**src/rtl/bp_me_mem_port_mux_pkg.sv**
```systemverilog
// Shared message type and sizing helpers for the memory port concentrator.
// Imported by the mux top and its FIFO sub-module.
package bp_me_mem_port_mux_pkg;

    typedef enum logic [3:0] {
        e_mem_msg_rd    = 4'h0,
        e_mem_msg_wr    = 4'h1,
        e_mem_msg_uc_rd = 4'h2,
        e_mem_msg_uc_wr = 4'h3
    } bp_mem_msg_e;

    typedef struct packed {
        bp_mem_msg_e msg_type;
        logic [27:0] addr;
        logic [31:0] data;
    } bp_cce_mem_msg_s;

    // Never returns zero, so a single-port build still gets a 1-bit id.
    function automatic int safe_clog2(input int n);
        return (n <= 1) ? 1 : $clog2(n);
    endfunction

endpackage

```
**src/rtl/bp_me_mem_port_mux_fifo.sv**
```systemverilog
// Circular FIFO: ready-valid on the write side, valid-yumi on the read side.
// Async active-low reset also clears the storage, so data outputs read 0 in reset.
module bp_me_mem_mux_fifo
    import bp_me_mem_port_mux_pkg::*;
#(
    parameter int width_p = 8,
    parameter int els_p   = 2
) (
    input  logic               clk_i,
    input  logic               reset_n_i,
    input  logic [width_p-1:0] data_i,
    input  logic               v_i,
    output logic               ready_o,
    output logic [width_p-1:0] data_o,
    output logic               v_o,
    input  logic               yumi_i
);
    localparam int ptr_w_lp = safe_clog2(els_p);
    localparam int cnt_w_lp = $clog2(els_p + 1);
    localparam logic [cnt_w_lp-1:0] full_cnt_lp = cnt_w_lp'(els_p);
    localparam logic [ptr_w_lp-1:0] last_ptr_lp = ptr_w_lp'(els_p - 1);

    logic [width_p-1:0]  mem_q [els_p];
    logic [width_p-1:0]  mem_d [els_p];
    logic [ptr_w_lp-1:0] wptr_q, wptr_d, rptr_q, rptr_d;
    logic [cnt_w_lp-1:0] cnt_q, cnt_d;
    logic                push, pop;

    assign ready_o = (cnt_q != full_cnt_lp);
    assign v_o     = (cnt_q != '0);
    assign data_o  = mem_q[rptr_q];
    assign push    = v_i & ready_o;
    assign pop     = yumi_i & v_o;

    always_comb begin
        mem_d  = mem_q;
        wptr_d = wptr_q;
        rptr_d = rptr_q;
        if (push) begin
            mem_d[wptr_q] = data_i;
            wptr_d = (wptr_q == last_ptr_lp) ? '0 : wptr_q + ptr_w_lp'(1);
        end
        if (pop) begin
            rptr_d = (rptr_q == last_ptr_lp) ? '0 : rptr_q + ptr_w_lp'(1);
        end
        cnt_d = cnt_q + cnt_w_lp'(push) - cnt_w_lp'(pop);
    end

    always_ff @(posedge clk_i or negedge reset_n_i) begin
        if (!reset_n_i) begin
            for (int i = 0; i < els_p; i++) begin
                mem_q[i] <= '0;
            end
            wptr_q <= '0;
            rptr_q <= '0;
            cnt_q  <= '0;
        end else begin
            mem_q  <= mem_d;
            wptr_q <= wptr_d;
            rptr_q <= rptr_d;
            cnt_q  <= cnt_d;
        end
    end

endmodule

```
**src/rtl/bp_me_mem_port_mux.sv**
```systemverilog
// N-client concentrator onto one memory port: round-robin command arbitration with
// per-port outstanding limits, in-order response routing, sticky orphan-response error.
module bp_me_mem_port_mux
    import bp_me_mem_port_mux_pkg::*;
#(
    parameter int num_ports_p       = 2,
    parameter int msg_width_p       = $bits(bp_cce_mem_msg_s),
    parameter int max_outstanding_p = 4,
    parameter int order_fifo_els_p  = 8
) (
    input  logic                               clk_i,
    input  logic                               reset_n_i,
    input  logic [num_ports_p*msg_width_p-1:0] cmd_i,
    input  logic [num_ports_p-1:0]             cmd_v_i,
    output logic [num_ports_p-1:0]             cmd_ready_o,
    output logic [num_ports_p*msg_width_p-1:0] resp_o,
    output logic [num_ports_p-1:0]             resp_v_o,
    input  logic [num_ports_p-1:0]             resp_yumi_i,
    output logic [msg_width_p-1:0]             mem_cmd_o,
    output logic                               mem_cmd_v_o,
    input  logic                               mem_cmd_yumi_i,
    input  logic [msg_width_p-1:0]             mem_resp_i,
    input  logic                               mem_resp_v_i,
    output logic                               mem_resp_ready_o,
    output logic                               error_o
);
    localparam int id_w_lp  = safe_clog2(num_ports_p);
    localparam int cnt_w_lp = $clog2(max_outstanding_p + 1);
    localparam logic [cnt_w_lp-1:0] max_cnt_lp   = cnt_w_lp'(max_outstanding_p);
    localparam logic [id_w_lp-1:0]  last_port_lp = id_w_lp'(num_ports_p - 1);

    logic [msg_width_p-1:0] cbuf_data [num_ports_p];
    logic [num_ports_p-1:0] cbuf_v, cbuf_ready, cbuf_yumi;
    logic [num_ports_p-1:0] rbuf_ready, rbuf_push;
    logic [num_ports_p-1:0] eligible, cnt_inc, cnt_dec;
    logic [cnt_w_lp-1:0]    cnt_q [num_ports_p];
    logic [cnt_w_lp-1:0]    cnt_d [num_ports_p];

    logic                   order_ready, order_v, order_pop;
    logic [id_w_lp-1:0]     order_head;
    logic [id_w_lp-1:0]     rr_ptr_q, rr_ptr_d, gnt_q, gnt_d, gnt, arb_gnt, arb_idx;
    logic                   lock_q, lock_d, error_q, error_d;
    logic                   arb_found, cmd_fire, mem_resp_fire;

    for (genvar p = 0; p < num_ports_p; p++) begin : g_port
        bp_me_mem_mux_fifo #(.width_p(msg_width_p), .els_p(2)) cmd_buf (
            .clk_i    (clk_i),
            .reset_n_i(reset_n_i),
            .data_i   (cmd_i[p*msg_width_p +: msg_width_p]),
            .v_i      (cmd_v_i[p]),
            .ready_o  (cbuf_ready[p]),
            .data_o   (cbuf_data[p]),
            .v_o      (cbuf_v[p]),
            .yumi_i   (cbuf_yumi[p])
        );

        bp_me_mem_mux_fifo #(.width_p(msg_width_p), .els_p(2)) resp_buf (
            .clk_i    (clk_i),
            .reset_n_i(reset_n_i),
            .data_i   (mem_resp_i),
            .v_i      (rbuf_push[p]),
            .ready_o  (rbuf_ready[p]),
            .data_o   (resp_o[p*msg_width_p +: msg_width_p]),
            .v_o      (resp_v_o[p]),
            .yumi_i   (resp_yumi_i[p])
        );

        assign cmd_ready_o[p] = cbuf_ready[p] & reset_n_i;
        assign eligible[p]    = cbuf_v[p] & (cnt_q[p] < max_cnt_lp) & order_ready;
        assign cbuf_yumi[p]   = cmd_fire & (gnt == id_w_lp'(p));
        assign cnt_inc[p]     = cbuf_yumi[p];
        assign cnt_dec[p]     = resp_yumi_i[p] & resp_v_o[p];
        assign rbuf_push[p]   = mem_resp_fire & order_v & (order_head == id_w_lp'(p));
    end

    bp_me_mem_mux_fifo #(.width_p(id_w_lp), .els_p(order_fifo_els_p)) order_fifo (
        .clk_i    (clk_i),
        .reset_n_i(reset_n_i),
        .data_i   (gnt),
        .v_i      (cmd_fire),
        .ready_o  (order_ready),
        .data_o   (order_head),
        .v_o      (order_v),
        .yumi_i   (order_pop)
    );

    always_comb begin
        arb_found = 1'b0;
        arb_gnt   = '0;
        arb_idx   = '0;
        for (int i = 0; i < num_ports_p; i++) begin
            arb_idx = id_w_lp'((int'(rr_ptr_q) + i) % num_ports_p);
            if (!arb_found && eligible[arb_idx]) begin
                arb_found = 1'b1;
                arb_gnt   = arb_idx;
            end
        end
    end

    // A raised request keeps its grant until memory takes it.
    assign gnt         = lock_q ? gnt_q : arb_gnt;
    assign mem_cmd_v_o = lock_q | arb_found;
    assign mem_cmd_o   = cbuf_data[gnt];
    assign cmd_fire    = mem_cmd_v_o & mem_cmd_yumi_i;

    // With nothing outstanding, any response is drained and dropped.
    assign mem_resp_ready_o = reset_n_i & (order_v ? rbuf_ready[order_head] : mem_resp_v_i);
    assign mem_resp_fire    = mem_resp_v_i & mem_resp_ready_o;
    assign order_pop        = mem_resp_fire & order_v;
    assign error_o          = error_q;

    always_comb begin
        rr_ptr_d = rr_ptr_q;
        gnt_d    = gnt;
        lock_d   = mem_cmd_v_o & ~mem_cmd_yumi_i;
        error_d  = error_q | (mem_resp_fire & ~order_v);
        if (cmd_fire) begin
            rr_ptr_d = (gnt == last_port_lp) ? '0 : gnt + id_w_lp'(1);
        end
        for (int p = 0; p < num_ports_p; p++) begin
            cnt_d[p] = cnt_q[p];
            if (cnt_inc[p] && !cnt_dec[p]) begin
                cnt_d[p] = cnt_q[p] + cnt_w_lp'(1);
            end else if (cnt_dec[p] && !cnt_inc[p]) begin
                cnt_d[p] = cnt_q[p] - cnt_w_lp'(1);
            end
        end
    end

    always_ff @(posedge clk_i or negedge reset_n_i) begin
        if (!reset_n_i) begin
            rr_ptr_q <= '0;
            gnt_q    <= '0;
            lock_q   <= 1'b0;
            error_q  <= 1'b0;
            for (int p = 0; p < num_ports_p; p++) begin
                cnt_q[p] <= '0;
            end
        end else begin
            rr_ptr_q <= rr_ptr_d;
            gnt_q    <= gnt_d;
            lock_q   <= lock_d;
            error_q  <= error_d;
            for (int p = 0; p < num_ports_p; p++) begin
                cnt_q[p] <= cnt_d[p];
            end
        end
    end

endmodule

```
**config.mk**
```make
export PLATFORM = sky130hd
export DESIGN_NAME = bp_me_mem_port_mux
export DESIGN_NICKNAME = d
export VERILOG_FILES = /design/src/rtl/bp_me_mem_port_mux_pkg.sv /design/src/rtl/bp_me_mem_port_mux_fifo.sv /design/src/rtl/bp_me_mem_port_mux.sv
export SDC_FILE = /design/constraint.sdc
export NUM_CORES = 1
export LEC_CHECK = 0
export BUFFER_PORTS_ARGS = -buffer_cell sky130_fd_sc_hd__buf_2
export CAP_MARGIN = 20
export CORE_UTILIZATION = 52
export CTS_CLUSTER_DIAMETER = 120
export DETAILED_ROUTE_END_ITERATION = 12
export PLACE_DENSITY_LB_ADDON = 0.2
export SLEW_MARGIN = 20
export SYNTH_ARGS = -nofsm -noshare
export SYNTH_HDL_FRONTEND = slang
export SYNTH_HIERARCHICAL = 1
export SYNTH_SLANG_ARGS = --single-unit
```
**constraint.sdc**
```tcl
create_clock -name clk_i -period 2.79 [get_ports clk_i]
set_input_delay 0.4185 -clock clk_i [delete_from_list [all_inputs] [get_ports clk_i]]
set_output_delay 0.4185 -clock clk_i [all_outputs]
set_load 0.005 [all_outputs]
```
==> results of run 1 <==
-- repair_timing --
action	in CTS	in global routing
setup endpoints to repair	94	260
gates cloned	5	21
buffers inserted	14	11
pin swaps	6	11
hold endpoints to repair	95	0
gates resized for setup	99	54
hold buffers	2	0
-- critical path: stages, from the launching register on --
cell and delay, ps:
dfrtp_1 370, inv_2 70, ha_4 120, nor3b_4 190, inv_2 90, and4bb_1 230
o22ai_4 190, buf_12 200, clkbuf_16 180, mux2_4 310, buf_6 120
-- metal layers --
layer	track usage [%]	wire, um
met1	31.1	28200
met2	39.5	31600
met3	3.82	2650
met4	7.78	1550
met5	0	13
-- kinds of logic (layout without fill, tap and decap cells) --
logic type               Yosys count  in the layout  synth area share [%]
adder cells (fa/ha/maj)           20             20                  1.02
multiplexers                     852            852                  39.9
XOR/XNOR                          18             18                 0.590
buffers and inverters            107            636                  3.81
other                              0             11                     0
AND/OR/NAND/NOR                   75             76                  1.93
flip-flops                       556            556                  52.0
AO/OA/AOI/OAI                     28             28                 0.744
-- final cells by class --
type | instances | area [um^2]
timing repair buffer | 511 | 4080
fill | 3660 | 17500
sequential | 556 | 13900
antenna | 11 | 27.5
clock buffer | 91 | 1750
multi-input combinational | 994 | 12100
clock inverter | 15 | 181
inverter | 19 | 71.3
tap | 672 | 841
-- flip-flops by register name, indices dropped and copies added, names as in the netlist --
register,flops
gnt_q,1
lock_q,1
g_port.resp_buf/mem_q,256
error_o,1
order_fifo/cnt_q,4
g_port.cmd_buf/wptr_q,2
g_port.resp_buf/wptr_q,2
g_port.cmd_buf/cnt_q,4
order_fifo/rptr_q,3
g_port.cmd_buf/mem_q,256
g_port.resp_buf/rptr_q,2
order_fifo/mem_q,8
cnt_q,6
g_port.resp_buf/cnt_q,4
order_fifo/wptr_q,3
rr_ptr_q,1
g_port.cmd_buf/rptr_q,2
-- synthesized netlist by cell type, drive strengths merged (2+ instances only) --
cell,count,share of area (%)
a211oi,3,0.084
a21bo,3,0.11
a21oi,4,0.075
a32oi,3,0.098
and2,5,0.12
and3b,2,0.080
buf,81,3.4
clkbuf,7,0.098
dfrtp,556,52
fa,3,0.22
ha,17,0.80
inv,19,0.27
mux2,849,40
mux4,2,0.17
nand2,13,0.18
nand2b,5,0.15
nand3,7,0.27
nor2,13,0.18
nor2b,9,0.24
nor3,6,0.17
nor4,2,0.047
nor4b,3,0.098
o21ai,8,0.15
o22ai,2,0.070
or2,4,0.094
xnor2,11,0.36
xor2,7,0.23
-- power groups by stage --
stage	Sequential (mW)	Clock (mW)	Combinational (mW)
3_3_place_gp	14.1	0	18.6
2_1_floorplan	13.6	0	13.8
4_1_cts	14.3	7.97	21.3
3_5_place_dp	14.4	0	19.0
6_report	14.4	7.79	21.7
5_1_grt	14.9	8.31	23.0
-- worst max path at each step --
stage | startpoint | to | slack, ps | cells past startpoint
floorplan | order_fifo/rptr_q[0] | g_port[0].resp_buf/mem_q[100] | -40 | 9
global placement | order_fifo/rptr_q[0] | order_fifo/cnt_q[2] | -7 | 11
detailed placement | order_fifo/rptr_q[0] | order_fifo/cnt_q[2] | -110 | 11
CTS | order_fifo/cnt_q[2] | mem_cmd_o[24] | -400 | 11
global route | order_fifo/cnt_q[2] | mem_cmd_o[43] | -420 | 10
finish | order_fifo/cnt_q[2] | mem_cmd_o[15] | -310 | 10
==> results.toml, run 1 <==
[final_layout]
drive_gt1_share_pct = 67.3
syn2layout_area_growth_pct = 23.3
final_common_cell = "dfrtp_1"
utilization_pct = 65.3
nets = 2360
post-route-cell-area_um2 = 33000
layout_common_cells = "dfrtp_1, mux2_2, buf_2, mux2_4, clkbuf_16"
instances_no_fill = 2869

[synth]
syn-num-nets = 1876
yosys_most_used_dff = "dfrtp_1"
async_reset_ff_share_pct = 100
synth_edf_count = 0
netlist_area_um2 = 26700
yosys_warnings = 6
synth_seq_cells = 556
ys_types = 52
synth_seq_area_share_pct = 52.0
syn_inst = 1656
syn_avg_cell_area_um2 = 16.1

[sta]
hold_slack_ps = 45.9
fin_setup_tns_ps = -19050
tightest_slew_ps = 878
max_freq_ghz = 0.322
slew_violations = 0
layout_setup_ws_ps = -314
slew_headroom_pct = 41.5
period_needed_ps = 3100
period_share_pct = 111
setup_viol = 147
rsz0062_at_grt = "true"
skew_ps = 17.4
hold_viol = 0

[place]
io_buffer_count = 398
dp_hpwl_mm = 40.4
dp.cells = 2702
gp_congestion = 0.806
placed_area_um2 = 29500
preCtsSetupSlack_ps = -110

[power]
powerDensity_nw_per_um2 = 1330
power_switching_mw = 13.5
leakagePower_nw = 15.4
p_total_mw = 43.9
vdd_drop_max_v = 0.000668
p_int_mw = 30.4
p_seq_share_pct = 32.8
sw_frac_of_total_pct = 30.7
clkPwrFrac_pct = 17.8
pwr-share-comb_pct = 49.4

[clock_tree]
cts.clk_slew.worst_paths_ps = 60
cts_root_buf = "clkbuf_16"
clock_sinks = 556
cts_buffer_depth = 3
htree_levels = 2
clk_latency_ps = 600
cts_tree = "built"
cts_buffers = 58

[global_routing]
grt_pass1_vias = 17012
grt_pass1_wl_mm = 96.9
grt_overflow = 0
grt_usage_pct = 23.5
grt_max_degree = 112
antenna_found_initial = 12

[worst_setup_path]
ff2ff_path_depth = 9
worstPathRequired_ps = 2370
r2r-end = "g_port[0].resp_buf/mem_q[114]"
cp-start-kind = "flip-flop"
cp.arrival_ps = 2690
end_kind = "output pin"
r2r_setup_slack_ps = -50
worst-setup-path-type = "reg -> out"
critPathMaxFanout = 7
worstReg2RegStart = "order_fifo/rptr_q[0]"

[drt]
ant_nets = 0
dr.pass1.iters = 6
routed_wl_mm = 64.1
via_count = 15516
route.detailed.drc = 0
wire_per_inst_um = 22.3
first_iter_violations = 635
via_per_inst = 5.41

[floorplanning]
fp.dieW_um = 229
rows = 82
ios = 399
core_um2 = 50500
dieArea_um2 = 52300
die_h_um = 229
initial_utilization_pct = 53.0

[run_status]
violations = "negative setup slack"
outcome = "finished, violations left"

[min_path]
min_path_type = "in -> reg"
hold_end = "g_port[1].cmd_buf/mem_q[40]"
min_path_cells = 2
worstHoldStart = "cmd_i[104]"

[flow_run]
cap_violations = 0
Power figures use the tool's default switching activity.
==> run 2: changes to the inputs <==
CELL_PAD_IN_SITES_DETAIL_PLACEMENT = 0   (was default)
CELL_PAD_IN_SITES_GLOBAL_PLACEMENT = 1   (was default)
CORE_MARGIN = 10   (was default)
CORE_UTILIZATION = 44   (was 52)
PLACE_DENSITY_LB_ADDON = 0.1   (was 0.2)
==> run 2 against run 1 <==
Critical path type unchanged. The run still ends with negative setup slack left. Register-to-register slack got worse by 110 ps. Cell count rose by 3.9%. Worst hold slack improved by 1.4 ps. Clock-buffer cell count rose by 4. Power rose by 2.3%. Largest power group unchanged. Via count fell by 1.2%. Sequential power barely moved. Maximum frequency fell by 1.5%. Cell area rose by 0.68%. Worst setup slack got worse by 48 ps. Sequential share of layout area fell by 0.28 points. First-iteration DRC count rose by 11%.
==> results.toml, run 2 (synthesis results as in run 1) <==
[run_status]
outcome = "finished, violations left"
violations = "negative setup slack"

[final_layout]
layout_common_cells = "dfrtp_1, mux2_2, mux2_4, buf_2, buf_6"
drive_gt1_share_pct = 67.2
reg_top3 = "g_port.cmd_buf/mem_q (256), g_port.resp_buf/mem_q (256), order_fifo/mem_q (8)"
final_common_cell = "dfrtp_1"
nets = 2374
syn2layout_area_growth_pct = 24.2
post-route-cell-area_um2 = 33200
instances_no_fill = 2981

[drt]
route.detailed.drc = 0
drt-met1-wl_mm = 30.7
via_per_inst = 5.14
ant_nets = 0
via_count = 15331
wire_per_inst_um = 23.3
highest_layer = "met5"
first_iter_violations = 706
dr_wl_met2_mm = 34.6
routed_wl_mm = 69.4
dr.pass1.iters = 6
wl_met3_mm = 3.01

[floorplanning]
rows = 90
initial_utilization_pct = 44.4
fp.dieW_um = 267
dieArea_um2 = 71000
die_h_um = 267
ios = 399
core_um2 = 60200

[sta]
layout_setup_ws_ps = -361
hold_viol = 0
fin_setup_tns_ps = -29510
period_share_pct = 113
max_freq_ghz = 0.317
slew_headroom_pct = 39.8
rsz0062_at_grt = "true"
skew_ps = 28.1
tightest_slew_ps = 903
slew_violations = 0
period_needed_ps = 3150
setup_viol = 159

[worst_setup_path]
r2r_setup_slack_ps = -160
worstReg2RegStart = "order_fifo/rptr_q[0]"
cpMostUsedCell = "buf_12"
cp-start-kind = "flip-flop"
cp.arrival_ps = 2730
r2r-end = "g_port[0].resp_buf/mem_q[84]"
critPathMaxFanout = 7
max_stage_delay_ps = 380
end_kind = "output pin"
worst-setup-path-type = "reg -> out"
crit_slowest_cell = "dfrtp_1"
cpLargestDelayFamily = "buffers and inverters"
ff2ff_path_depth = 11
crit_chain = "inv_2 > ha_4 > nor3b_4 > inv_2 > and4bb_1 > o22ai_4 > buf_12 > buf_12 > buf_12 > mux2_4 > buf_6"
worstPathRequired_ps = 2370
critical_path_buf_inv_count = 6

[min_path]
worstHoldStart = "cmd_i[13]"
min_path_type = "in -> reg"
hold_end = "g_port[0].cmd_buf/mem_q[13]"
min_path_cells = 2

[clock_tree]
clk_latency_ps = 620
clock_sinks = 556
cts_buffer_depth = 3
cts.clk_slew.worst_paths_ps = 60
cts_root_buf = "clkbuf_16"
cts_buffers = 61
htree_levels = 2
cts_tree = "built"

[place]
placed_area_um2 = 29700
preCtsSetupSlack_ps = -164
dp_hpwl_mm = 45.6
gp_congestion = 0.760
io_buffer_count = 398
dp.cells = 2815

[power]
powerDensity_nw_per_um2 = 1350
vdd_drop_max_v = 0.000735
leakagePower_nw = 15.6

[global_routing]
grt_pass1_vias = 17238
antenna_found_initial = 6
grt_usage_pct = 19.1
grt_max_degree = 162
grt_pass1_wl_mm = 106
grt_overflow = 0

[flow_run]
cap_violations = 0
==> run 2: cell types whose count changed in the layout (fill, tap and decap cells not counted), moves of 9 or more <==
| cell | previous run | this run |
|---|---|---|
| buf_12 | 32 | 43 |
| buf_2 | 344 | 332 |
| buf_6 | 65 | 86 |
| clkbuf_16 | 78 | 65 |
| diode_2 | 11 | 2 |
| mux2_2 | 498 | 478 |
| mux2_4 | 319 | 336 |
==> run 2: area by class of cell <==
type,count,area (um^2)
fillers,4972,27000
flip-flops and latches,556,13900
multi-input cells,994,12200
repair buffers,522,4160
clock buffers,95,1780
well taps,782,978
clock inverters,11,113
inverters,19,71.3
diodes,2,5.00
==> run 2: worst reg2reg max path: stages, from the launching register on <==
cell and delay (ps):
dfrtp_2 400, mux4_2 520, mux2_4 290, mux2i_2 160, buf_4 150, nor3_4 210, inv_2 80, nor3_4 260
buf_6 180, buf_12 140, buf_12 140, mux2_4 300
==> run 2: worst max path at each step <==
stage | cells after the start | to | startpoint | slack [ps]
2_1_floorplan | 9 | g_port[0].resp_buf/mem_q[100] | order_fifo/rptr_q[0] | -40
3_3_place_gp | 10 | g_port[0].resp_buf/mem_q[111] | order_fifo/rptr_q[0] | -110
3_5_place_dp | 10 | g_port[0].resp_buf/mem_q[112] | order_fifo/rptr_q[0] | -160
4_1_cts | 12 | mem_cmd_o[23] | order_fifo/cnt_q[2] | -460
5_1_grt | 11 | mem_cmd_o[38] | order_fifo/cnt_q[2] | -530
6_report | 11 | mem_cmd_o[38] | order_fifo/cnt_q[2] | -360
==> run 2: metrics by stage <==
step	hold WS, ps	power, mW	utilization (%)
global route	22.3	47.5	55.1
detailed placement	270	34.0	49.3
finish	47.3	44.9	55.1
CTS	5.96	44.7	54.5
global placement	271	33.5	49.3
floorplan	123	27.3	-
==> run 2: per-layer routing <==
metal  track usage, %  up-vias
met5                0        -
met4             4.18        6
met3             3.62       81
met2             32.4      254
met1             25.2     8041
li1                 -     6949
==> run 2: repair_timing <==
item,in CTS,in global routing
resized for setup,135,86
hold endpoints to repair,3,0
setup buffers,35,19
hold buffers,2,0
setup endpoints to repair,153,307
pin swaps,6,12
cloned,13,6
==> run 2: power by group <==
part | total, mW | switching, mW | internal, mW
clock network | 7.77 | 3.25 | 4.53
registers | 14.3 | 2.26 | 12.1
logic | 22.7 | 8.41 | 14.3
